File: config.mk
export PLATFORM = sky130hd
export DESIGN_NAME = fcb_weight_load_sched_flat
export DESIGN_NICKNAME = d
export VERILOG_FILES = /design/src/rtl/fcb_weight_load_sched_pkg.sv /design/src/rtl/fcb_weight_load_sched_if.sv /design/src/rtl/fcb_addr_decode.sv /design/src/rtl/fcb_weight_load_sched.sv /design/src/flat_wrapper.sv
export SDC_FILE = /design/constraint.sdc
export NUM_CORES = 1
export LEC_CHECK = 0
export CORE_ASPECT_RATIO = 2
export CORE_MARGIN = 4
export CORE_UTILIZATION = 59
export DETAILED_ROUTE_END_ITERATION = 10
export DONT_BUFFER_PORTS = 1
export PLACE_DENSITY = 0.75
export SLEW_MARGIN = 40
export SYNTH_ARGS = -nofsm -noshare
export SYNTH_HDL_FRONTEND = slang
export SYNTH_SLANG_ARGS = --single-unit
File: constraint.sdc
create_clock -name clk -period 2.4 [get_ports clk]
set_input_delay 0.24 -clock clk [delete_from_list [all_inputs] [get_ports clk]]
set_output_delay 0.24 -clock clk [all_outputs]
set_load 0.05 [all_outputs]
File: src/rtl/fcb_weight_load_sched_pkg.sv
// Shared definitions for the FC-B weight/bias load scheduler: FSM states,
// default geometry and the derived word-count helpers.
package fcb_weight_load_sched_pkg;

    typedef enum logic [1:0] {
        StLoad  = 2'd0,
        StArmed = 2'd1,
        StRun   = 2'd2
    } sched_state_e;

    localparam int unsigned DEF_DATA_WIDTH   = 32;
    localparam int unsigned DEF_ADDRESS_BITS = 15;
    localparam int unsigned DEF_IFM_DEPTH    = 84;
    // Number of weight memories; the same value is the select code of the bias memory.
    localparam int unsigned DEF_NUMBER_OF_WM = 10;

    // One word per (memory, input) pair plus one bias word per memory.
    function automatic int unsigned total_words(input int unsigned n_wm,
                                                input int unsigned depth);
        return n_wm * depth + n_wm;
    endfunction

    // Width of a counter that must reach total inclusive.
    function automatic int unsigned count_width(input int unsigned total);
        return $clog2(total + 1);
    endfunction

endpackage

File: src/rtl/fcb_weight_load_sched_if.sv
// RISC-V parameter write channel (valid/ready) into the load scheduler.
interface fcb_weight_load_sched_if
    import fcb_weight_load_sched_pkg::*;
#(
    parameter int unsigned DATA_WIDTH   = DEF_DATA_WIDTH,
    parameter int unsigned ADDRESS_BITS = DEF_ADDRESS_BITS
) ();

    logic                    valid;
    logic                    ready;
    logic [DATA_WIDTH-1:0]   data;
    logic [ADDRESS_BITS-1:0] address;

    modport master (output valid, output data, output address, input ready);
    modport slave  (input valid, input data, input address, output ready);

endinterface

File: src/rtl/fcb_addr_decode.sv
// Combinational address map for FC weight/bias memories: upper field selects
// the memory, lower field is the word index inside it.
module fcb_addr_decode
    import fcb_weight_load_sched_pkg::*;
#(
    parameter int unsigned ADDRESS_BITS    = DEF_ADDRESS_BITS,
    parameter int unsigned IFM_DEPTH       = DEF_IFM_DEPTH,
    parameter int unsigned NUMBER_OF_WM    = DEF_NUMBER_OF_WM,
    parameter int unsigned ADDRESS_SIZE_WM = $clog2(IFM_DEPTH)
) (
    input  logic [ADDRESS_BITS-1:0] address,
    output logic [NUMBER_OF_WM-1:0] wm_onehot,
    output logic                    bm_hit,
    output logic                    valid
);

    localparam int unsigned SEL_W = ADDRESS_BITS - ADDRESS_SIZE_WM;

    logic [ADDRESS_SIZE_WM-1:0] idx;
    logic [SEL_W-1:0]           sel;
    logic                       wm_hit;

    assign idx = address[ADDRESS_SIZE_WM-1:0];
    assign sel = address[ADDRESS_BITS-1:ADDRESS_SIZE_WM];

    // Classify as weight word, bias word (select == NUMBER_OF_WM) or out of map
    always_comb begin
        wm_onehot = '0;
        wm_hit    = (32'(sel) < NUMBER_OF_WM) && (32'(idx) < IFM_DEPTH);
        bm_hit    = (32'(sel) == NUMBER_OF_WM) && (32'(idx) < NUMBER_OF_WM);
        valid     = wm_hit | bm_hit;
        for (int unsigned i = 0; i < NUMBER_OF_WM; i++) begin
            wm_onehot[i] = wm_hit && (32'(sel) == i);
        end
    end

endmodule

File: src/rtl/fcb_weight_load_sched.sv
// FC-B weight load scheduler: turns RISC-V writes into memory write pulses,
// counts resident words and holds the layer start until the set is complete.
module fcb_weight_load_sched
    import fcb_weight_load_sched_pkg::*;
#(
    parameter int unsigned DATA_WIDTH      = DEF_DATA_WIDTH,
    parameter int unsigned ADDRESS_BITS    = DEF_ADDRESS_BITS,
    parameter int unsigned IFM_DEPTH       = DEF_IFM_DEPTH,
    parameter int unsigned NUMBER_OF_WM    = DEF_NUMBER_OF_WM,
    parameter int unsigned ADDRESS_SIZE_WM = $clog2(IFM_DEPTH),
    parameter int unsigned TOTAL_WORDS     = total_words(NUMBER_OF_WM, IFM_DEPTH),
    localparam int unsigned CNT_W          = count_width(TOTAL_WORDS)
) (
    input  logic                     clk,
    input  logic                     reset,
    fcb_weight_load_sched_if.slave   cfg,
    input  logic                     reload,
    output logic [DATA_WIDTH-1:0]    riscv_data,
    output logic [ADDRESS_BITS-1:0]  riscv_address,
    output logic [NUMBER_OF_WM-1:0]  wm_enable_write,
    output logic                     bm_enable_write,
    input  logic                     start_from_previous,
    output logic                     start_to_fc,
    input  logic                     fc_output_ready,
    output logic                     load_done,
    output logic                     addr_error,
    output logic [CNT_W-1:0]         words_loaded
);

    localparam logic [CNT_W-1:0] FULL = CNT_W'(TOTAL_WORDS);

    sched_state_e               state_q, state_d;
    logic [CNT_W-1:0]           count_q, count_d;
    logic                       pending_start_q, pending_start_d;
    logic                       pending_reload_q, pending_reload_d;
    logic                       addr_error_q, addr_error_d;
    logic [DATA_WIDTH-1:0]      data_q;
    logic [ADDRESS_BITS-1:0]    addr_q;
    logic [NUMBER_OF_WM-1:0]    wm_en_q;
    logic                       bm_en_q;
    logic [NUMBER_OF_WM-1:0]    dec_wm;
    logic                       dec_bm;
    logic                       dec_valid;
    logic                       ready;
    logic                       accept;
    logic [ADDRESS_SIZE_WM-1:0] word_idx;

    fcb_addr_decode #(
        .ADDRESS_BITS    (ADDRESS_BITS),
        .IFM_DEPTH       (IFM_DEPTH),
        .NUMBER_OF_WM    (NUMBER_OF_WM),
        .ADDRESS_SIZE_WM (ADDRESS_SIZE_WM)
    ) u_decode (
        .address   (cfg.address),
        .wm_onehot (dec_wm),
        .bm_hit    (dec_bm),
        .valid     (dec_valid)
    );

    // Writes are refused only while the datapath is computing
    assign ready     = (state_q != StRun);
    assign cfg.ready = ready;
    assign accept    = cfg.valid & ready;
    assign word_idx  = cfg.address[ADDRESS_SIZE_WM-1:0];

    // Next-state, load counting and start gating
    always_comb begin
        state_d          = state_q;
        count_d          = count_q;
        pending_start_d  = pending_start_q;
        pending_reload_d = pending_reload_q;
        addr_error_d     = addr_error_q;
        start_to_fc      = 1'b0;

        if (accept && !dec_valid) begin
            addr_error_d = 1'b1;
        end
        // Overwrites count too; saturate so load_done can never wrap
        if (accept && dec_valid && count_q != FULL) begin
            count_d = count_q + CNT_W'(1);
        end
        // Starts outside ARMED are remembered; repeats collapse into one
        if (start_from_previous) begin
            pending_start_d = 1'b1;
        end

        case (state_q)
            StLoad: begin
                if (reload) begin
                    count_d      = '0;
                    addr_error_d = 1'b0;
                end else if (count_d == FULL) begin
                    state_d = StArmed;
                end
            end
            StArmed: begin
                if (reload) begin
                    count_d      = '0;
                    addr_error_d = 1'b0;
                    state_d      = StLoad;
                end else if (start_from_previous || pending_start_q) begin
                    start_to_fc     = 1'b1;
                    pending_start_d = 1'b0;
                    state_d         = StRun;
                end
            end
            StRun: begin
                // A reload cannot disturb the running layer; defer it
                if (reload) begin
                    pending_reload_d = 1'b1;
                end
                if (fc_output_ready) begin
                    if (reload || pending_reload_q) begin
                        state_d          = StLoad;
                        count_d          = '0;
                        addr_error_d     = 1'b0;
                        pending_reload_d = 1'b0;
                    end else begin
                        state_d = StArmed;
                    end
                end
            end
            default: state_d = StLoad;
        endcase
    end

    // Scheduler state registers
    always_ff @(posedge clk or posedge reset) begin
        if (reset) begin
            state_q          <= StLoad;
            count_q          <= '0;
            pending_start_q  <= 1'b0;
            pending_reload_q <= 1'b0;
            addr_error_q     <= 1'b0;
        end else begin
            state_q          <= state_d;
            count_q          <= count_d;
            pending_start_q  <= pending_start_d;
            pending_reload_q <= pending_reload_d;
            addr_error_q     <= addr_error_d;
        end
    end

    // Memory-side write port: one-cycle enables, data/index held between writes
    always_ff @(posedge clk or posedge reset) begin
        if (reset) begin
            wm_en_q <= '0;
            bm_en_q <= 1'b0;
            data_q  <= '0;
            addr_q  <= '0;
        end else begin
            wm_en_q <= accept ? dec_wm : '0;
            bm_en_q <= accept & dec_bm;
            if (accept && dec_valid) begin
                data_q <= cfg.data;
                addr_q <= ADDRESS_BITS'(word_idx);
            end
        end
    end

    assign riscv_data      = data_q;
    assign riscv_address   = addr_q;
    assign wm_enable_write = wm_en_q;
    assign bm_enable_write = bm_en_q;
    assign load_done       = (state_q != StLoad);
    assign addr_error      = addr_error_q;
    assign words_loaded    = count_q;

endmodule

File: src/flat_wrapper.sv
// flat-port wrapper written by rule: the top's interface ports become plain ports
module fcb_weight_load_sched_flat import fcb_weight_load_sched_pkg::*;
#(
    parameter int unsigned DATA_WIDTH      = DEF_DATA_WIDTH,
    parameter int unsigned ADDRESS_BITS    = DEF_ADDRESS_BITS,
    parameter int unsigned IFM_DEPTH       = DEF_IFM_DEPTH,
    parameter int unsigned NUMBER_OF_WM    = DEF_NUMBER_OF_WM,
    parameter int unsigned ADDRESS_SIZE_WM = $clog2(IFM_DEPTH),
    parameter int unsigned TOTAL_WORDS     = total_words(NUMBER_OF_WM, IFM_DEPTH),
    localparam int unsigned CNT_W          = count_width(TOTAL_WORDS)
)
  (clk, reset, reload, riscv_data, riscv_address, wm_enable_write, bm_enable_write, start_from_previous, start_to_fc, fc_output_ready, load_done, addr_error, words_loaded, cfg_valid, cfg_data, cfg_address, cfg_ready);
  fcb_weight_load_sched_if #(.DATA_WIDTH(DATA_WIDTH), .ADDRESS_BITS(ADDRESS_BITS)) cfg_i ();
  input  logic clk;
  input  logic reset;
  input  logic reload;
  output logic [DATA_WIDTH-1:0] riscv_data;
  output logic [ADDRESS_BITS-1:0] riscv_address;
  output logic [NUMBER_OF_WM-1:0] wm_enable_write;
  output logic bm_enable_write;
  input  logic start_from_previous;
  output logic start_to_fc;
  input  logic fc_output_ready;
  output logic load_done;
  output logic addr_error;
  output logic [CNT_W-1:0] words_loaded;
  input wire logic [$bits(cfg_i.valid)-1:0] cfg_valid;
  input wire logic [$bits(cfg_i.data)-1:0] cfg_data;
  input wire logic [$bits(cfg_i.address)-1:0] cfg_address;
  output wire logic [$bits(cfg_i.ready)-1:0] cfg_ready;
  assign cfg_i.valid = cfg_valid;
  assign cfg_i.data = cfg_data;
  assign cfg_i.address = cfg_address;
  assign cfg_ready = cfg_i.ready;
  fcb_weight_load_sched #(.DATA_WIDTH(DATA_WIDTH), .ADDRESS_BITS(ADDRESS_BITS), .IFM_DEPTH(IFM_DEPTH), .NUMBER_OF_WM(NUMBER_OF_WM), .ADDRESS_SIZE_WM(ADDRESS_SIZE_WM), .TOTAL_WORDS(TOTAL_WORDS)) u_core (.clk(clk), .reset(reset), .cfg(cfg_i), .reload(reload), .riscv_data(riscv_data), .riscv_address(riscv_address), .wm_enable_write(wm_enable_write), .bm_enable_write(bm_enable_write), .start_from_previous(start_from_previous), .start_to_fc(start_to_fc), .fc_output_ready(fc_output_ready), .load_done(load_done), .addr_error(addr_error), .words_loaded(words_loaded));
endmodule
==> metrics <==
run status=completed; post-layout util=0.683; crit path cell chain=and2b_4 -> inv_2 -> nand3_4 -> nor3b_1 -> nand2_1 -> nor3_1 -> dlygate4sd3_1; DRC violations left=0; vias in the first global route=1,947; ANT nets after route=0; Post-Synthesis Cell Area=a little under 0.003 sq mm; largest net degree at the start of global routing=35; DRT Pass-1 Iters=4; DRT Wirelength=6100 um; setup violators final=0; Cell Pwr Density=844 mW/mm^2; worst hold slack=43.3 ps; height of the chip=108 um; vias=approximately 1,900; leading area contributor after synthesis=dfrtp_1; r2r endpoint=u_core.wm_enable_write[4]$_DFF_PP0_; DIE AREA=0.00630 sq mm; fraction of layout cells with a size suffix above 1=0.320; Worst slew margin=0.538; Worst-Skew Late Latency=340 ps; Placer Congestion=between 0.9 and 1; syn avg cell area=12.3 sq um; RSZ-0062 raised after global routing=no; H-tree Lvls=3; Netlist cell types=48; top cells by count, synth=dfrtp_1 (65), mux2_2 (39), nor2_1 (23); critical path arrival=2390 ps; crit path capture type=register; hold path startpoint=reload; Worst Setup Start Kind=register; crit share post-route=0.879; area occupied by multi-input gates=0.00124 sq mm; gr ovfl total=0; Setup WS pre-CTS=330 ps; Synth area leaders=dfrtp_1 (55%), mux2_2 (15%), nor2_1 (2.9%); clock slew at reported path FFs=70 ps; Hold WC Path Type=primary input to register; Final nets=321; clock skew=4.78 ps; Max-Cap Viols=0; hpwl dp=4760 um; # port buffers=0; first-pass GRT wire length=between 9000 and 10,000 um; Worst Reg-to-Reg Cells=7; Achievable Freq=about 470 MHz; fraction of synthesis flops using an asynchronous set or reset pin=1.00; share of the synthesized area in the top cell type=0.548; Final WS setup=291 ps; WS Path Type=register to register; CTS Buf Count=9; Leakage=about 0.0015 uW; n_diodes=0; Routed wire per std cell=18.7 um; minimum clock period=2110 ps; R2R Path Start=u_core.state_q[1]$_DFFE_PP0P_; Vias/cell=5.68; starting density of the core=0.610; core area=a little under 0.005 sq mm; Peak supply drop=roughly 0.75 mV; Starting DRT DRC Count=34; top-count cell post-synth=dfrtp_1; CTS tree=done; Mapped Cells=242; Clock Tree Buf Depth=2; CP max stage cell=dlygate4sd3_1; P&R area growth vs syn=12.0%; Global Route Usage Sum=0.205; CP peak stage delay=560 ps; Yosys reg bits=65; # clock sinks=65; Root Buffer=clkbuf_8; Hold Path Depth=2; CP max FO=8; flop2flop setup slack=290 ps; fillcell total=about 400; final max-slew violation count=0; antenna violations before repair=0; Crit path required time=2680 ps; I/O Pins=between 100 and 150; Fin. Hold Viols=0; synth warn=0; # rows=36; slew of the pin with the lowest slew margin=692 ps; post-route setup TNS=0 ps; Hold Path End=u_core.pending_start_q$_DFF_PP0_; storage element area=roughly 0.0016 sq mm; Die Wd=around 58 um; Main synth FF type=dfrtp_1; Post-synth EDFFs=0; register area share after synthesis=0.548
-- cell families after synthesis --
group / after synthesis / synth area share
and+or+nand+nor: 79 / 0.161
DFF: 65 / 0.548
muxes: 39 / 0.148
AOI/OAI and AO/OA: 26 / 0.0658
buffers and inverters: 22 / 0.0438
xor gates and xnor gates: 8 / 0.0236
adders and majority gates: 2 / 0.00843
other: 1 / 0.00126
-- flip-flops by register name, indices dropped and copies added, names as in the netlist --
name                     cells
u_core.state_q               2
u_core.pending_reload_q      1
u_core.wm_enable_write      10
u_core.riscv_data           32
u_core.bm_enable_write       1
u_core.words_loaded         10
u_core.pending_start_q       1
u_core.riscv_address         7
u_core.addr_error            1
-- final cells by class --
type,instances,share of cell area
tap,57,0.0215
inverter,6,0.00677
clock buffer,11,0.0455
timing repair buffer,22,0.0572
clock inverter,3,0.00527
multi-input combinational,162,0.374
sequential,65,0.489
-- placed cells by master (no fill, tap or decap), types with 3 or more instances in the layout --
| cell type | instances |
|---|---|
| a21oi_1 | 8 |
| and2_1 | 4 |
| buf_4 | 16 |
| clkbuf_8 | 11 |
| conb_1 | 8 |
| dfrtp_1 | 65 |
| dlygate4sd3_1 | 5 |
| inv_1 | 4 |
| mux2_2 | 39 |
| nand2_1 | 10 |
| nand2b_1 | 3 |
| nand3_1 | 6 |
| nand3b_1 | 3 |
| nand4_1 | 3 |
| nor2_1 | 23 |
| nor2b_1 | 5 |
| nor3_1 | 4 |
| nor3b_1 | 3 |
| o21ai_0 | 5 |
| xnor2_1 | 3 |
| xor2_1 | 5 |
-- metrics by stage --
step,power [uW],cells,cell area (sq um)
2_1_floorplan,1970,249,2990
3_3_place_gp,2010,307,3110
3_5_place_dp,2030,307,3110
4_1_cts,2830,326,3320
5_1_grt,2910,326,3320
6_report,2810,326,3320
-- worst max-delay path: cells and delay by family, from the launching register on --
kind,cells,cell delay [ps]
AND/OR/NAND/NOR,5,950
buffers and inverters,2,640
flip-flops,1,450
-- timing repair --
| item | 4_1_cts | 5_1_grt |
|---|---|---|
| hold endpoints to repair | 35 | 0 |
| resized for setup | 0 | 0 |
| setup endpoints to repair | 0 | 0 |
| hold buffers | 5 | 0 |
| buffers inserted | 0 | 0 |
-- how the worst max path moves through the flow --
stage	start	endpoint	slack [ps]	cells past startpoint
after floorplan	u_core.words_loaded[6]$_DFF_PP0_	u_core.state_q[0]$_DFFE_PP0P_	310	6
after global placement	u_core.state_q[1]$_DFFE_PP0P_	u_core.riscv_data[26]$_DFFE_PP0P_	360	6
after detailed placement	u_core.state_q[1]$_DFFE_PP0P_	u_core.riscv_data[2]$_DFFE_PP0P_	330	6
after CTS	u_core.state_q[1]$_DFFE_PP0P_	u_core.wm_enable_write[4]$_DFF_PP0_	320	7
after global routing	u_core.state_q[1]$_DFFE_PP0P_	u_core.wm_enable_write[4]$_DFF_PP0_	80	7
final	u_core.state_q[1]$_DFFE_PP0P_	u_core.wm_enable_write[4]$_DFF_PP0_	290	7
-- metal layers --
metal,vias to the layer above,wire length [um],GRT usage
met3,9,504,0.0824
met1,913,1900,0.196
li1,863,-,-
met2,68,3560,0.366
met5,-,0,0
met4,0,129,0.104
-- where the power goes --
part | switching, uW | internal, uW
registers | 565 | 1220
clock network | 387 | 415
logic | 105 | 115
Power figures use the tool's default switching activity.
